[config.mk]
export PLATFORM = sky130hd
export DESIGN_NAME = frame_max_acc
export DESIGN_NICKNAME = d
export VERILOG_FILES = /design/src/rtl/frame_max_acc.sv
export SDC_FILE = /design/constraint.sdc
export NUM_CORES = 1
export LEC_CHECK = 0
export BUFFER_PORTS_ARGS = -buffer_cell sky130_fd_sc_hd__clkbuf_2
export CORE_MARGIN = 3
export CORE_UTILIZATION = 40
export DETAILED_ROUTE_END_ITERATION = 10
export GPL_ROUTABILITY_DRIVEN = 0
export PLACE_DENSITY_LB_ADDON = 0.08
export SYNTH_ARGS = -nofsm -noshare
export SYNTH_HDL_FRONTEND = slang
export SYNTH_SLANG_ARGS = --single-unit
[constraint.sdc]
create_clock -name clk -period 3.92 [get_ports clk]
set_input_delay 1.176 -clock clk [delete_from_list [all_inputs] [get_ports clk]]
set_output_delay 1.176 -clock clk [all_outputs]
set_load 0.005 [all_outputs]
[src/rtl/frame_max_acc.sv]
// frame_max_acc: per-frame running max, first index of the max, and sum over a valid/ready sample stream; result valid 1 cycle after last sample.
// in_ready only in COLLECT, result held in HOLD until out_ready; optional TRACK_MIN_EN adds min_val/min_idx.
module frame_max_acc #(
  parameter int WIDTH = 4,
  parameter int CNT_W = 4
) (
  input  logic                   clk,
  input  logic                   rst_n,
  input  logic                   start,
  input  logic [CNT_W-1:0]       frame_len,
  input  logic                   in_valid,
  input  logic [WIDTH-1:0]       in_data,
  output logic                   in_ready,
  output logic                   out_valid,
  input  logic                   out_ready,
  output logic [WIDTH-1:0]       max_val,
  output logic [CNT_W-1:0]       max_idx,
  output logic [WIDTH+CNT_W-1:0] sum_val,
  output logic                   busy
`ifdef TRACK_MIN_EN
  ,
  output logic [WIDTH-1:0]       min_val,
  output logic [CNT_W-1:0]       min_idx
`endif
);

  localparam logic [CNT_W-1:0] CNT_ONE = CNT_W'(1);

  typedef enum logic [1:0] {
    IDLE    = 2'd0,
    COLLECT = 2'd1,
    HOLD    = 2'd2
  } state_t;

  state_t state, state_nxt;

  logic [CNT_W-1:0] cnt;
  logic [CNT_W-1:0] len;
  logic             start_acc;
  logic             xfer;
  logic             last_xfer;
  logic             first_xfer;

  assign start_acc  = (state == IDLE) && start && (frame_len != '0);
  assign xfer       = in_valid && in_ready;
  assign first_xfer = (cnt == '0);
  assign last_xfer  = xfer && (cnt == (len - CNT_ONE));

  always_ff @(posedge clk or negedge rst_n) begin
    if (!rst_n) begin
      state <= IDLE;
    end else begin
      state <= state_nxt;
    end
  end

  always_comb begin
    state_nxt = state;
    case (state)
      IDLE:    if (start_acc) state_nxt = COLLECT;
      COLLECT: if (last_xfer) state_nxt = HOLD;
      HOLD:    if (out_ready) state_nxt = IDLE;
      default: state_nxt = IDLE;
    endcase
  end

  // Handshake outputs decode the registered state, so they never glitch on inputs.
  always_comb begin
    in_ready  = (state == COLLECT);
    out_valid = (state == HOLD);
    busy      = (state != IDLE);
  end

  always_ff @(posedge clk or negedge rst_n) begin
    if (!rst_n) begin
      len     <= '0;
      cnt     <= '0;
      max_val <= '0;
      max_idx <= '0;
      sum_val <= '0;
    end else if (start_acc) begin
      len     <= frame_len;
      cnt     <= '0;
      max_val <= '0;
      max_idx <= '0;
      sum_val <= '0;
    end else if (xfer) begin
      sum_val <= sum_val + {{CNT_W{1'b0}}, in_data};
      cnt     <= cnt + CNT_ONE;
      // Strict compare keeps the earliest index on ties.
      if (first_xfer || (in_data > max_val)) begin
        max_val <= in_data;
        max_idx <= cnt;
      end
    end
  end

`ifdef TRACK_MIN_EN
  always_ff @(posedge clk or negedge rst_n) begin
    if (!rst_n) begin
      min_val <= '0;
      min_idx <= '0;
    end else if (start_acc) begin
      min_val <= '0;
      min_idx <= '0;
    end else if (xfer) begin
      if (first_xfer || (in_data < min_val)) begin
        min_val <= in_data;
        min_idx <= cnt;
      end
    end
  end
`endif

endmodule
---- Word level (Yosys, flattened, before mapping) ----
Cells that the tools add are included.
word-level totals
  bits in registers ....................... 26
  output and inout bits ................... 19
cells by class
  $add $sub $neg .......................... 3
  $lt $le $gt $ge ......................... 1
  eq/ne operators ......................... 6
  multiplexer cells ....................... 14
  reduce and logical (&&, ||, !) cells .... 13
operator list
  kind                                               count
  two-way mux 4 bit                                  8
  two-way mux 8 bit                                  2
  adder 8 x 4 -> 8 bit                               1
  two-way mux 2 bit                                  3
  case mux 2 bit (3 select lines)                    1
  nonzero test 2 bit                                 3
  adder 4 x 1 -> 4 bit (second input constant)       1
  == test 4 bit                                      1
  > comparator 4 bit                                 1
  logical AND 1 bit                                  4
  zero test 4 bit                                    1
  != test 2 x 1 -> 1 bit (second input constant)     2
  nonzero test 4 bit                                 1
  subtractor 4 x 1 -> 4 bit (second input constant)  1
  AND reduction 3 bit                                1
  == test 2 x 1 -> 1 bit (second input constant)     1
  == test 2 bit (second input constant)              1
  zero test 2 bit                                    1
  != test 2 bit (second input constant)              1
  AND reduction 2 bit                                1
  logical OR 1 bit                                   1

---- Longest topological paths before layout ----
  word-level depth ........................ 5
  gate-level depth with buffers ........... 7
  mapped depth without buffers ............ 7

---- Worst setup path before layout ----
Ideal clock, no wire load.
  path type ............................... input-to-reg
  from .................................... input port in_data[3]
  to ...................................... register max_val[1]
  arrival ................................. 2,344 ps
  path slack .............................. 1,451 ps
  stages on the path ...................... 6
  buffers on the path ..................... 1
  cells stage by stage .................... ha_1 > a21o_1 > or2_1 > o221a_2 > buf_4 > mux2i_1
on the way
  longest elaborated chain between the ends .. 4
RTL lines
  element                               RTL line  text
  start: declaration                    12        input logic [WIDTH-1:0] in_data,
  > comparator 4 bit                    91        if (first_xfer || (in_data > max_val)) begin
  logical OR 1 bit                      91
  nonzero test 2 bit (no source line)   n/a
  AND reduction 2 bit (no source line)  n/a
  end signal: assignment                92        max_val <= in_data;
  end: declaration                      16        output logic [WIDTH-1:0] max_val,
No other way between the ends.
A chain may end at the register's enable or synchronous reset.

---- Worst setup path in the final report ----
  from .................................... input port in_data[3]
  to ...................................... register max_val[0]
The elaborated chain is that of the path after synthesis.

==> flow_metrics.tcl <==
set metrics [dict create \
    crit_fanout 8 \
    drc_errors 0 \
    tns_ns 0 \
    fmax_mhz 425 \
    crit_slowest_cell "o221a_2" \
    r2r_setup_slack_ns 2.16 \
    fin_ws_ns 1.57 \
    cts_hold_buffers 0 \
    netlist_area_mm2 0.00154 \
    maxSlewViolCount 0 \
    whs_path_depth 1 \
    numClockSinks 26 \
    p_per_area_mw_per_mm2 748 \
    rsz0062_at_grt "no" \
    grt_pass1_wl_mm 5.24 \
    min_to "sum_val[7]" \
    required_ns 4.07 \
    antenna_found_initial 0 \
    hpwl_mm 2.29 \
    antenna_cells 0 \
    clock_path_buffers 2 \
    viasPerCell 4.96 \
    period_needed_ns 2.35 \
    numCtsBuffers 3 \
    dr.first_iter.drc_count 42 \
    synth_nets 173 \
    min-delay-start "sum_val[7]" \
    grt.overflow.total 0 \
    grtUsageTotal_pct 15.0 \
    io_pins 32 \
    core_mm2 0.00352 \
    dpl_worst_slack_ns 1.28 \
    synth_area_per_cell_um2 10.4 \
    synth-seq-area-share_pct 42.2 \
    ctsResizeCount 0 \
    cts_tree "yes" \
    cp_cell_sequence "clkbuf_2, ha_1, a21o_1, or2_1, o221a_2, mux2i_1" \
    drv_cap 0 \
    crit_path_start_kind "input port" \
    ys_warn_count 0 \
    power.leakage_nw 0.910 \
    cts_root_buffer "clkbuf_8" \
    vias 1117 \
    finalClockSkew_ns 0.00113 \
    start_util_pct 43.7 \
    fp.dieH_um 68.1 \
    post_cts_buffers 0 \
    grt_max_degree 27 \
    ir_drop_mv 0.260 \
    hold_class "flip-flop to flip-flop" \
    syn_inst 148 \
    worstReg2RegStart "max_val[3]" \
    dr.pass1.iters 4 \
    path_clk_slew_ns 0.09 \
    area_growth_pct 15.9 \
    arrival_ns 2.50 \
    regToRegEndpoint "max_val[0]" \
    drive_gt1_share_pct 25.7 \
    status "finished, final reports clean" \
    r2r_cells 6 \
    path_class "input port to flip-flop" \
    grt_pass1_vias 1151 \
    wl_per_cell_um 13.2 \
    worst_slew_pin_slew_ns 0.658 \
    ant_nets 0 \
    rows 21 \
    hold_viol_final 0 \
    max_stage_delay_ns 0.34 \
    htree_levels 1 \
    die_area_mm2 0.00463 \
    synth_cell_types 40 \
    port_buffers 31 \
    routed_wl_mm 2.98 \
    slew_headroom_pct 56.1 \
    p_total_w 0.00133 \
    fin_nets 205 \
    insertion_delay_ns 0.27 \
    end_kind "flip-flop" \
    min_period_over_period_pct 60.0 \
    report.final.setup_viol 0 \
    ys_ff_latch 26 \
    chipWidth_um 68.1 \
]
-- critical path: cells and delay by family --
| family | cells | cell delay, ns |
|---|---|---|
| AO/OA/AOI/OAI | 2 | 0.53 |
| adder cells (fa/ha/maj) | 1 | 0.33 |
| AND/OR/NAND/NOR | 1 | 0.20 |
| multiplexers | 1 | 0.15 |
| buffers and inverters | 1 | 0.11 |
-- cell usage after synthesis --
| library cell | count | share of area, % |
|---|---|---|
| nand3_2 | 1 | 0.65 |
| fa_1 | 1 | 1.3 |
| o21a_1 | 2 | 0.97 |
| o211a_1 | 1 | 0.65 |
| dfrtp_1 | 26 | 42 |
| nand3_1 | 3 | 0.97 |
| xor3_1 | 1 | 1.5 |
| a211o_1 | 1 | 0.57 |
| buf_4 | 1 | 0.49 |
| buf_2 | 1 | 0.32 |
| nor2b_1 | 4 | 1.6 |
| nor2_1 | 3 | 0.73 |
| a21oi_2 | 3 | 1.7 |
| o21ai_2 | 2 | 1.1 |
| nand4_1 | 3 | 1.2 |
| nor3_1 | 2 | 0.65 |
| nor3b_1 | 1 | 0.49 |
| xor2_1 | 3 | 1.7 |
| o21ai_1 | 3 | 0.97 |
| o31ai_1 | 3 | 1.5 |
| o211ai_1 | 2 | 0.97 |
| xnor2_1 | 5 | 2.8 |
| or4_4 | 1 | 0.73 |
| o2111ai_1 | 2 | 1.1 |
| inv_1 | 16 | 3.9 |
| o21ai_0 | 1 | 0.32 |
| buf_8 | 1 | 0.97 |
| and3b_1 | 1 | 0.57 |
| nand2b_1 | 1 | 0.41 |
| or2_1 | 1 | 0.41 |
| nand2_1 | 21 | 5.1 |
| o221a_2 | 1 | 0.73 |
| ha_1 | 11 | 8.9 |
| mux2_2 | 2 | 1.5 |
| a32o_1 | 1 | 0.65 |
| mux2i_1 | 9 | 5.8 |
| a21oi_1 | 2 | 0.65 |
| buf_6 | 1 | 0.73 |
| a21o_1 | 3 | 1.5 |
| and3_4 | 1 | 0.73 |
-- report_power, final --
part	total [W]	switching (W)	internal, W
combinational	0.000636	0.000320	0.000316
clock	0.000223	0.0000867	0.000137
sequential	0.000475	0.0000991	0.000376
total	0.00133	0.000506	0.000829
-- routing by layer --
metal	share of wire, %	wire [um]	global-route usage (%)
met1	49	1450	20.2
met2	46	1380	24.5
met3	4.4	132	2.46
met4	0.57	17	4.47
met5	0	0	0
-- cell type report --
cell class / count / area [um2]
Timing Repair Buffer: 31 / 155
Inverter: 16 / 60.1
Fill cell: 344 / 1740
Tap cell: 46 / 57.6
Multi-Input combinational cell: 102 / 791
Clock buffer: 3 / 41.3
Clock inverter: 1 / 30.0
Sequential cell: 26 / 651
-- cell usage in the layout (no fill, tap or decap), types with 2 or more instances in the layout --
cell       instances
nor3_1             2
o21ai_1            3
inv_1             16
o21ai_2            2
xor2_1             3
a21oi_1            2
nand2_1           21
o21a_1             2
mux2i_1            9
ha_1              11
o2111ai_1          2
a21o_1             3
mux2_2             2
o31ai_1            3
clkbuf_2          31
nor2_1             3
nand3_1            3
nand4_1            3
nor2b_1            4
xnor2_1            5
dfrtp_1           26
clkbuf_8           3
a21oi_2            3
o211ai_1           2
-- logic make-up (layout without fill, tap and decap cells) --
group                      Yosys count  after routing  synth area share [%]
and+or+nand+nor                     43             43                  14.3
AOI/OAI and AO/OA                   27             27                  13.4
DFF                                 26             26                  42.2
buffers and inverters               20             51                  6.42
adders and majority gates           12             12                  10.2
muxes                               11             11                  7.31
xor gates and xnor gates             9              9                  6.09
-- state kept, by name, indices dropped and copies added, names as in the netlist --
| signal | count |
|---|---|
| max_idx | 4 |
| cnt | 4 |
| state | 2 |
| len | 4 |
| sum_val | 8 |
| max_val | 4 |
-- worst max-delay path by stage --
stage | start | endpoint | slack [ns] | cells after the start
after floorplan | in_data[3] | max_val[1] | 1.45 | 6
after global placement | in_data[3] | max_idx[2] | 1.31 | 6
after detailed placement | in_data[3] | max_idx[1] | 1.28 | 6
after CTS | in_data[3] | max_val[0] | 1.57 | 6
after global routing | in_data[0] | sum_val[4] | 1.44 | 8
final | in_data[3] | max_val[0] | 1.57 | 6
-- per-stage QoR --
step,util [%],area [um2],instances,hold slack [ns]
finish,50.7,1790,225,0.493
global placement,48.7,1710,221,0.475
CTS,50.7,1790,225,0.496
detailed placement,48.7,1710,221,0.476
global route,50.7,1790,225,0.520
floorplan,-,1540,148,0.476
Power figures use the tool's default switching activity.
